===== src/rtl/arm_decode_stage.sv =====
// arm_decode_stage
//   Decode / operand-fetch stage of the pipelined ARM core. Sits between
//   fetch and execute: drives register-file read addresses, substitutes
//   R15 and bypasses same-cycle writeback data, decodes the instruction into
//   control fields plus an extended immediate, and registers it all into the
//   ID/EX pipeline register.
//
// Ports
//   clk, reset            clock, asynchronous active-high reset
//   if_valid/if_instr/    instruction presented by fetch, with its PC+8;
//   if_pcplus8/if_ready   if_ready says the stage takes it this cycle
//   flush                 drop presented instruction, invalidate ID/EX
//   ex_ready              execute can take ID/EX contents this cycle
//   a1, a2 / rd1, rd2     register-file read addresses (comb) and data
//   wb_*                  writeback port, used for same-cycle bypass
//   ex_*                  ID/EX register contents (ex_undef: one-cycle pulse
//                         marking a consumed undefined instruction)
module arm_decode_stage (
    input  logic        clk,
    input  logic        reset,
    input  logic        if_valid,
    input  logic [31:0] if_instr,
    input  logic [31:0] if_pcplus8,
    output logic        if_ready,
    input  logic        flush,
    input  logic        ex_ready,
    output logic [3:0]  a1,
    output logic [3:0]  a2,
    input  logic [31:0] rd1,
    input  logic [31:0] rd2,
    input  logic [1:0]  wb_regwrite,
    input  logic [3:0]  wb_a3,
    input  logic [31:0] wb_wd3,
    input  logic [31:0] wb_pcplus8,
    output logic        ex_valid,
    output logic [3:0]  ex_cond,
    output logic [1:0]  ex_op,
    output logic [5:0]  ex_funct,
    output logic [31:0] ex_srca,
    output logic [31:0] ex_srcb,
    output logic [31:0] ex_imm,
    output logic [3:0]  ex_rd,
    output logic [1:0]  ex_regwrite,
    output logic        ex_memwrite,
    output logic        ex_memtoreg,
    output logic        ex_branch,
    output logic [31:0] ex_pcplus8,
    output logic        ex_undef
);

    localparam logic [1:0] OP_DP  = 2'b00;
    localparam logic [1:0] OP_MEM = 2'b01;
    localparam logic [1:0] OP_BR  = 2'b10;

    localparam logic [1:0] RW_NONE = 2'b00;
    localparam logic [1:0] RW_REG  = 2'b01;
    localparam logic [1:0] RW_LINK = 2'b11;

    typedef struct packed {
        logic        valid;
        logic [3:0]  cond;
        logic [1:0]  op;
        logic [5:0]  funct;
        logic [31:0] srca;
        logic [31:0] srcb;
        logic [31:0] imm;
        logic [3:0]  rd;
        logic [1:0]  regwrite;
        logic        memwrite;
        logic        memtoreg;
        logic        branch;
        logic [31:0] pcplus8;
        logic        undef;
    } idex_t;

    typedef enum logic {S_RUN, S_BUBBLE} state_t;

    // ------------------------------------------------------------------
    // Field decode
    // ------------------------------------------------------------------
    logic [1:0]  op;
    logic [3:0]  dec_rd;
    logic [1:0]  dec_regwrite;
    logic        dec_memwrite;
    logic        dec_memtoreg;
    logic        dec_branch;
    logic [31:0] dec_imm;
    logic        use_a;
    logic        use_b;
    logic [63:0] rot_dbl;
    logic [63:0] rot_sh;

    assign op = if_instr[27:26];

    // Rotate-right of the 8-bit immediate: shift a doubled copy so the bits
    // falling off the bottom reappear at the top.
    assign rot_dbl = {2{24'd0, if_instr[7:0]}};
    assign rot_sh  = rot_dbl >> {if_instr[11:8], 1'b0};

    always_comb begin
        a1           = if_instr[19:16];
        a2           = if_instr[3:0];
        dec_rd       = if_instr[15:12];
        dec_regwrite = RW_NONE;
        dec_memwrite = 1'b0;
        dec_memtoreg = 1'b0;
        dec_branch   = 1'b0;
        dec_imm      = 32'd0;
        use_a        = 1'b0;
        use_b        = 1'b0;
        case (op)
            OP_DP: begin
                // TST/TEQ/CMP/CMN only set flags
                dec_regwrite = (if_instr[24:23] == 2'b10) ? RW_NONE : RW_REG;
                dec_imm      = rot_sh[31:0];
                use_a        = 1'b1;
                use_b        = ~if_instr[25];
            end
            OP_MEM: begin
                a2      = if_instr[15:12];
                dec_imm = {20'd0, if_instr[11:0]};
                use_a   = 1'b1;
                use_b   = ~if_instr[20];     // only stores read Rd
                if (if_instr[20]) begin
                    dec_regwrite = RW_REG;
                    dec_memtoreg = 1'b1;
                end else begin
                    dec_memwrite = 1'b1;
                end
            end
            OP_BR: begin
                a1         = 4'd15;
                a2         = 4'd0;
                dec_branch = 1'b1;
                dec_imm    = {{6{if_instr[23]}}, if_instr[23:0], 2'b00};
                if (if_instr[24]) begin
                    dec_regwrite = RW_LINK;
                    dec_rd       = 4'd14;
                end
            end
            default: ;                        // undefined: no controls
        endcase
    end

    // ------------------------------------------------------------------
    // Operand selection. The register file's R15 lags a cycle, so PC+8 of
    // this instruction wins; then same-cycle writeback bypass, then link.
    // ------------------------------------------------------------------
    function automatic logic [31:0] operand_sel(
        input logic [3:0]  addr,
        input logic [31:0] rf_data,
        input logic [31:0] pc8,
        input logic [1:0]  wb_rw,
        input logic [3:0]  wb_addr,
        input logic [31:0] wb_data,
        input logic [31:0] wb_pc8
    );
        if (addr == 4'd15)                          return pc8;
        else if (wb_rw == RW_REG && wb_addr == addr) return wb_data;
        else if (wb_rw == RW_LINK && addr == 4'd14)  return wb_pc8 - 32'd4;
        else                                        return rf_data;
    endfunction

    logic [31:0] opnd_a;
    logic [31:0] opnd_b;

    assign opnd_a = operand_sel(a1, rd1, if_pcplus8, wb_regwrite, wb_a3, wb_wd3, wb_pcplus8);
    assign opnd_b = operand_sel(a2, rd2, if_pcplus8, wb_regwrite, wb_a3, wb_wd3, wb_pcplus8);

    // ------------------------------------------------------------------
    // Load-use hazard against the instruction sitting in ID/EX
    // ------------------------------------------------------------------
    idex_t  idex_q, idex_d;
    state_t state_q, state_d;
    logic   hazard;
    logic   hazard_run;
    logic   accept;
    logic   op_undef;

    assign hazard = idex_q.valid && idex_q.memtoreg && (idex_q.rd != 4'd15) && if_valid &&
                    ((use_a && a1 == idex_q.rd) || (use_b && a2 == idex_q.rd));

    assign op_undef = (op == 2'b11);
    assign accept   = if_valid & if_ready & ~flush;

    // ------------------------------------------------------------------
    // Interlock FSM
    // ------------------------------------------------------------------
    always_ff @(posedge clk or posedge reset) begin
        if (reset) state_q <= S_RUN;
        else       state_q <= state_d;
    end

    always_comb begin
        state_d = state_q;
        if (flush)                              state_d = S_RUN;
        else if (state_q == S_BUBBLE)           state_d = S_RUN;
        else if (hazard && ex_ready)            state_d = S_BUBBLE;
    end

    always_comb begin
        hazard_run = (state_q == S_RUN) && hazard;
        if_ready   = (ex_ready & ~hazard_run) | flush;
    end

    // ------------------------------------------------------------------
    // ID/EX register. A bubble clears valid and the control bits; datapath
    // fields are left as they were since nothing downstream looks at them.
    // ------------------------------------------------------------------
    always_comb begin
        idex_d       = idex_q;
        idex_d.undef = 1'b0;
        if (accept) begin
            idex_d.valid    = ~op_undef;
            idex_d.undef    = op_undef;
            idex_d.cond     = if_instr[31:28];
            idex_d.op       = op;
            idex_d.funct    = if_instr[25:20];
            idex_d.srca     = opnd_a;
            idex_d.srcb     = opnd_b;
            idex_d.imm      = dec_imm;
            idex_d.rd       = dec_rd;
            idex_d.regwrite = dec_regwrite;
            idex_d.memwrite = dec_memwrite;
            idex_d.memtoreg = dec_memtoreg;
            idex_d.branch   = dec_branch;
            idex_d.pcplus8  = if_pcplus8;
        end else if (flush || ex_ready) begin
            idex_d.valid    = 1'b0;
            idex_d.regwrite = RW_NONE;
            idex_d.memwrite = 1'b0;
            idex_d.memtoreg = 1'b0;
            idex_d.branch   = 1'b0;
        end
    end

    always_ff @(posedge clk or posedge reset) begin
        if (reset) idex_q <= '0;
        else       idex_q <= idex_d;
    end

    assign ex_valid    = idex_q.valid;
    assign ex_cond     = idex_q.cond;
    assign ex_op       = idex_q.op;
    assign ex_funct    = idex_q.funct;
    assign ex_srca     = idex_q.srca;
    assign ex_srcb     = idex_q.srcb;
    assign ex_imm      = idex_q.imm;
    assign ex_rd       = idex_q.rd;
    assign ex_regwrite = idex_q.regwrite;
    assign ex_memwrite = idex_q.memwrite;
    assign ex_memtoreg = idex_q.memtoreg;
    assign ex_branch   = idex_q.branch;
    assign ex_pcplus8  = idex_q.pcplus8;
    assign ex_undef    = idex_q.undef;

endmodule


===== config.mk =====
export PLATFORM = sky130hd
export DESIGN_NAME = arm_decode_stage
export DESIGN_NICKNAME = d
export VERILOG_FILES = /design/src/rtl/arm_decode_stage.sv
export SDC_FILE = /design/constraint.sdc
export NUM_CORES = 1
export LEC_CHECK = 0
export BUFFER_PORTS_ARGS = -buffer_cell sky130_fd_sc_hd__clkbuf_2
export CORE_AREA = 2 2 143 145
export DETAILED_ROUTE_END_ITERATION = 10
export DIE_AREA = 0 0 145 147
export PLACE_DENSITY = 0.75
export SLEW_MARGIN = 20
export SYNTH_ARGS = -nofsm -noshare
export SYNTH_HDL_FRONTEND = slang
export SYNTH_SLANG_ARGS = --single-unit
export TNS_END_PERCENT = 20

===== constraint.sdc =====
create_clock -name clk -period 6.1 [get_ports clk]
set_clock_uncertainty 0.05 [all_clocks]
set_input_delay 0.305 -clock clk [delete_from_list [all_inputs] [get_ports clk]]
set_output_delay 0.305 -clock clk [all_outputs]
set_load 0.05 [all_outputs]

==> impl_metrics.toml, run 1 <==
[sta]
tightestPinTransition_ns = 0.9930
min_period_over_period_pct = 57.12
fin_crit_ns = 3.484
final.setup.tns_ns = 0
rsz0062_at_grt = "no"
hold_slack_ns = 0.01690
maxSlewHeadroom_pct = 33.56
max_freq_ghz = 0.2870
hold_violations = 0
drv_slew = 0
setup_violations = 0

[final_layout]
final_core_util_pct = 58.93
synthToLayoutAreaGrowth_pct = 27.90
drive_gt1_share_pct = 30.54
finalNetCount = 1640

[clocking]
ctsHtreeMaxLevel = 4
clock_latency_ns = 0.42
cts_root_buf = "clkbuf_16"
cts_buffers = 17
cts_resized = 0
cts_setup_buffers = 0
cts_tree = "yes"
clkTransAtPathRegs_ns = 0.07
cts_buffer_depth = 2
cts.sinks = 152

[setup_path]
worst_setup_path_end_kind = "register"
rr_worst_depth = 8
cp-start-kind = "input pin"
arrival_ns = 3.76
r2r_slack_ns = 2.88
critPathKind = "in -> reg"
timing.rr.end = "ex_srcb[14]$_DFFE_PP0P_"
cp_data_required_time_ns = 6.38
critPathSlowestCell = "ha_1"
path_cells = "clkbuf_2, inv_1, ha_1, nand4bb_1, o22ai_1, o221ai_1, o32a_1, nand3_4, buf_4, o41ai_1"
crit_fanout = 88
max_stage_delay_ns = 0.81
worst_path_dominant_cell_family = "simple AND/OR/NAND/NOR gates"
crit_buf_inv = 3
r2r-start = "ex_rd[2]$_DFFE_PP0P_"

[die]
die-area_um2 = 21320
die_h_um = 147
dieWidth_um = 145
fp.coreArea_um2 = 19840
num_io_pins = 363
start_util_pct = 46.07
rows = 52

[grt]
grt_pass1_wl_mm = 54.89
grt_pass1_vias = 9794
grt_start_max_net_pins = 89
grt_usage_pct = 33.15
antenna_found_initial = 2
overflow = 0

[synth]
async_flop_share_pct = 100.0
ys_types = 64
ys_ff_latch = 152
synth_edf_count = 0
synth_top_cell_by_area = "dfrtp_1"
netlist_instances = 1133
synth.area.top_cells = "dfrtp_1 (42%), nand2_1 (11%), nor2_1 (4.7%)"
ys.flop_type = "dfrtp_1"
synth_area_um2 = 9143
yosysWarnings = 0
synth_seq_area_share_pct = 41.60
postSynthAreaPerCell_um2 = 8.069
synth_nets = 1342
yosysTopAreaCellShare_pct = 41.60

[outcome]
status = "complete, no violations"

[routing]
finalWirelength_mm = 35.60
first_iter_violations = 912
drtAntennaViolNets = 0
dr.pass1.iters = 8
drc = 0
wl_per_cell_um = 20.74
viasPerCell = 5.869
vias = 10070

[power]
p_per_area_nw_per_um2 = 308.0
peakVddDrop_mv = 0.1945
total_power_mw = 3.602
p_leak_nw = 5.650

[placed_design]
dp_hpwl_mm = 26.02
place.gp.congestion = 0.9249
port_buffers = 362

[hold_path]
whs_path_depth = 3
hp-class = "in -> reg"
min_to = "ex_cond[2]$_DFFE_PP0P_"
hold_start = "if_instr[30]"

[run]
drv_cap = 0
==> metal layers <==
metal	GRT usage (%)	vias up	share of wire, %
met5	0	-	0
met4	14.06	0	3.8
met3	7.826	99	9.2
met2	55.40	598	48
met1	41.39	4737	39
li1	-	4637	-
==> per-stage QoR <==
stage,cell area (µm²),setup WS [ns],cells
2_1_floorplan,9143,1.652,1133
3_3_place_gp,11070,2.243,1681
3_5_place_dp,11070,2.168,1681
4_1_cts,11690,2.622,1714
5_1_grt,11690,2.222,1716
6_report,11690,2.616,1716
==> cell usage in the layout (no fill, tap or decap), types with 4 or more instances in the layout <==
master       n
nor2b_1     10
a21oi_1     52
nor3_1      12
a211o_1      4
nand2b_1    15
mux2i_1      9
o31ai_1     53
xnor2_1     24
xor2_1      12
buf_4       14
a211oi_1    43
dfrtp_1    152
a222oi_1    16
o211ai_1    11
nand2_1    268
inv_1       12
mux2_2       8
o21ai_0     50
nor2_1     114
nand3_1     21
clkbuf_2   362
and2_1       5
and3_1       7
o22ai_1      4
or3_1        5
inv_6        7
ha_1         6
nor4_1      11
a22oi_1     10
or2_2        8
a32o_1       6
clkbuf_16   17
a21o_1       5
a31oi_1     15
a221oi_1    14
==> what timing repair did <==
action,4_1_cts,5_1_grt
setup endpoints to repair,0,0
hold endpoints to repair,24,0
hold buffers,1,0
==> worst max path at each step <==
| stage | startpoint | end | slack, ns | depth (start not counted) |
|---|---|---|---|---|
| floorplan | reset | ex_branch$_DFFE_PP0P_ | 1.65 | 1 |
| global placement | if_instr[26] | ex_srca[28]$_DFFE_PP0P_ | 2.24 | 11 |
| detailed placement | if_instr[26] | ex_imm[13]$_DFFE_PP0P_ | 2.17 | 10 |
| CTS | if_instr[26] | ex_imm[13]$_DFFE_PP0P_ | 2.62 | 10 |
| global route | if_instr[27] | ex_imm[13]$_DFFE_PP0P_ | 2.22 | 9 |
| finish | if_instr[26] | ex_imm[13]$_DFFE_PP0P_ | 2.62 | 10 |
==> final cells by class <==
| type | count | area [µm²] |
|---|---|---|
| repair buffers | 378 | 1947 |
| inverters | 13 | 53.80 |
| well taps | 270 | 337.8 |
| flip-flops and latches | 152 | 3804 |
| multi-input cells | 869 | 4943 |
| clock inverters | 15 | 177.7 |
| diodes | 2 | 5.005 |
| fillers | 1822 | 8150 |
| clock buffers | 17 | 425.4 |
==> cell usage after synthesis, types with 8 or more instances <==
library cell / instances
o21ai_0: 50
mux2i_1: 9
clkbuf_1: 85
xor2_1: 12
xnor2_1: 24
a22oi_1: 10
inv_1: 13
nor2_1: 114
o31ai_1: 53
nand2b_1: 15
a221oi_1: 14
a222oi_1: 16
dfrtp_1: 152
nor2b_1: 10
o211ai_1: 11
nor3_1: 13
nand2_1: 268
buf_1: 8
nor4_1: 12
mux2_2: 8
a211oi_1: 43
a31oi_1: 15
a21oi_1: 52
or2_2: 8
and3_1: 8
nand3_1: 22
==> cells by family after synthesis <==
family | after synthesis | share of synthesized area, %
xor+xnor | 36 | 3.449
compound gates | 308 | 23.43
simple gates | 502 | 23.98
buf+inv | 112 | 4.749
mux | 17 | 1.971
fa+ha+maj | 6 | 0.8211
flops | 152 | 41.60
==> sequential cells by signal (all words and copies together) (netlist names) <==
register,cells
ex_imm,32
ex_srca,32
ex_funct,6
ex_memwrite,1
ex_memtoreg,1
ex_regwrite,2
ex_undef,1
ex_op,2
ex_pcplus8,32
ex_branch,1
ex_cond,4
ex_srcb,32
state_q,1
ex_rd,4
ex_valid,1
==> where the power goes <==
part / switching [mW] / internal (mW) / leakage [nW]
logic: 0.938 / 0.301 / 3.44
clock network: 0.482 / 0.619 / 0.296
registers: 0.104 / 1.16 / 1.91
==> worst reg2reg max path, delay by kind of cell (launching register included) <==
| family | cells | cell delay [ns] |
|---|---|---|
| flops | 1 | 0.49 |
| simple gates | 1 | 0.74 |
| buf+inv | 1 | 0.44 |
| compound gates | 5 | 1.22 |
| xor+xnor | 1 | 0.21 |
Power figures use the tool's default switching activity.
==> run 2: changes to the inputs <==
ABC_AREA = 1   (was default)
CORE_AREA = default   (was 2 2 143 145)
CORE_ASPECT_RATIO = 1.75   (was default)
CORE_MARGIN = 2   (was default)
CORE_UTILIZATION = 51   (was default)
DIE_AREA = default   (was 0 0 145 147)
PLACE_DENSITY = 0.79   (was 0.75)
clock period = 3.5 ns   (was 6.1 ns; I/O delays follow)
==> impl_metrics.toml, run 2 <==
[synth]
netlist_instances = 1705
synth_top_cell_by_area = "dfrtp_1"
synth_edf_count = 0
synth_seq_area_share_pct = 36.49
ys.flop_type = "dfrtp_1"
postSynthAreaPerCell_um2 = 6.114
synth_top_family_by_area = "simple AND/OR/NAND/NOR gates"
synth_common_cells = "nand2_1 (711), nor2_1 (186), nand3_1 (172)"
synthAdderAreaFrac_pct = 0.7202
synth.area.top_cells = "dfrtp_1 (36%), nand2_1 (26%), nand3_1 (8.3%)"
yosysMostFrequentCell = "nand2_1"
ys_types = 35
synth_xor_area_share_pct = 0.2521
yosysWarnings = 0
synth_nets = 1914
synth_mux_area_share_pct = 0
synth_compound_area_share_pct = 9.627
yosysTopAreaCellShare_pct = 36.49
synth-simple-area-share_pct = 42.84
async_flop_share_pct = 100.0
synth_area_um2 = 10420
ys_ff_latch = 152

[sta]
max_freq_ghz = 0.3765
hold_slack_ns = 0.004575
hold_violations = 0
setup_violations = 0
fin_crit_ns = 2.656
min_period_over_period_pct = 75.89
final.setup.tns_ns = 0
rsz0062_at_grt = "no"
maxSlewHeadroom_pct = 39.65
tightestPinTransition_ns = 0.9053
drv_slew = 0
finalWorstSetupSlack_ns = 0.8438

[die]
die-area_um2 = 21640
fp.coreArea_um2 = 20200
rows = 69
start_util_pct = 51.60
num_io_pins = 363
dieWidth_um = 112.1
die_h_um = 193.1

[hold_path]
hp-class = "in -> reg"
whs_path_depth = 3

[clocking]
cts.sinks = 152
cts_setup_buffers = 0
cts_tree = "yes"
cts_buffer_depth = 2
cts_root_buf = "clkbuf_16"
cts_buffers = 17
clkTransAtPathRegs_ns = 0.06
cts_resized = 0
clock_latency_ns = 0.42
ctsHtreeMaxLevel = 4

[power]
peakVddDrop_mv = 0.4640
total_power_mw = 6.450
p_leak_nw = 7.563
p_per_area_nw_per_um2 = 484.1

[setup_path]
worst_setup_path_end_kind = "output pin"
critPathKind = "in -> out"
arrival_ns = 2.43
cp_data_required_time_ns = 3.27
crit_fanout = 10
cp-start-kind = "input pin"
rr_worst_depth = 11

[final_layout]
synthToLayoutAreaGrowth_pct = 27.82
drive_gt1_share_pct = 21.19
fin_area_um2 = 13320
finalNetCount = 2268
stdcell_count = 2321
final_common_cell = "nand2_1"
final_core_util_pct = 65.95
final_cell_mix = "nand2_1 (711), clkbuf_2 (362), nor2_1 (184), nand3_1 (171), inv_1 (161)"

[placed_design]
dp_cells = 2257
placed_cell_area_um2 = 12420
dp_hpwl_mm = 34.01
place.gp.congestion = 1.113
port_buffers = 362
dpl_worst_slack_ns = 0.6071

[grt]
grt_start_max_net_pins = 153
grt_pass1_wl_mm = 66.59
met3_usage_pct = 5.627
antenna_found_initial = 1
grt_pass1_vias = 12350
grt_most_used_layer = "met2"
overflow = 0
use_met2_pct = 67.67
grtUsageMet1_pct = 44.94
grt_usage_pct = 39.70

[routing]
wl_per_cell_um = 18.89
dr.pass1.iters = 6
viasPerCell = 5.578
vias = 12950
finalWirelength_mm = 43.84
first_iter_violations = 1097
drtAntennaViolNets = 0
drc = 0

[run]
drv_cap = 0

[outcome]
status = "complete, no violations"
run 2: cell count changes after synthesis, moves of 29 or more:
cell / previous run / this run
o21ai_0: 50 / 106
nand3_1: 22 / 172
o21ai_1: 0 / 29
clkbuf_1: 85 / 39
inv_1: 13 / 162
nor2_1: 114 / 186
a211oi_1: 43 / 0
nand2_1: 268 / 711
o31ai_1: 53 / 1
run 2: routing by layer:
| metal | wire [µm] | part of all wire [%] | vias up |
|---|---|---|---|
| met2 | 21250 | 48 | 792 |
| met1 | 15520 | 35 | 5895 |
| li1 | - | - | 6065 |
| met5 | 0 | 0 | - |
| met4 | 3956 | 9.0 | 0 |
| met3 | 3106 | 7.1 | 194 |
run 2: path summary, 6_finish.rpt:
kind | start | end | slack (ns)
max reg2reg | ex_rd[1]$_DFFE_PP0P_ | ex_cond[1]$_DFFE_PP0P_ | 1.24
max | if_instr[26] | if_ready | 0.84
min in group asynchronous | reset | ex_funct[3]$_DFFE_PP0P_ | 0.42
max in group asynchronous | reset | ex_imm[9]$_DFFE_PP0P_ | 2.23
min reg2reg | ex_imm[14]$_DFFE_PP0P_ | ex_imm[14]$_DFFE_PP0P_ | 0.43
min | if_pcplus8[11] | ex_pcplus8[11]$_DFFE_PP0P_ | 0.005
run 2: timing repair:
item | 4_1_cts | 5_1_grt
setup endpoints to repair | 0 | 0
hold buffers | 31 | 0
hold endpoints to repair | 126 | 0
run 2: power breakdown:
group	switching, mW	internal (mW)
Clock	0.772	1.08
Combinational	1.82	0.557
Sequential	0.201	2.02
Total	2.79	3.66
run 2: logic make-up (layout without fill, tap and decap cells):
group                      count (synthesis)  after routing
and+or+nand+nor                         1106           1106
buffers and inverters                    250            617
AOI/OAI and AO/OA                        188            188
DFF                                      152            152
adders and majority gates                  6              6
xor gates and xnor gates                   3              3
other                                      0              1
run 2: critical path, stage by stage:
cell and delay (ns):
clkbuf_2 0.11, inv_1 0.13, ha_1 0.51, inv_4 0.12
nand2_1 0.18, nor2_1 0.06, nor3_1 0.17, nand3_1 0.10
nand2_1 0.16, nand2_2 0.18, nor2_1 0.20, nor2_1 0.06
clkbuf_2 0.25
run 2: cell type report:
class                   instances  area (µm²)
fillers                      1896        6878
multi-input cells            1303        5618
flip-flops and latches        152        3804
repair buffers                417        2365
inverters                     168       636.9
clock buffers                  20       446.7
well taps                     248       310.3
clock inverters                12       141.4
diodes                          1       2.502
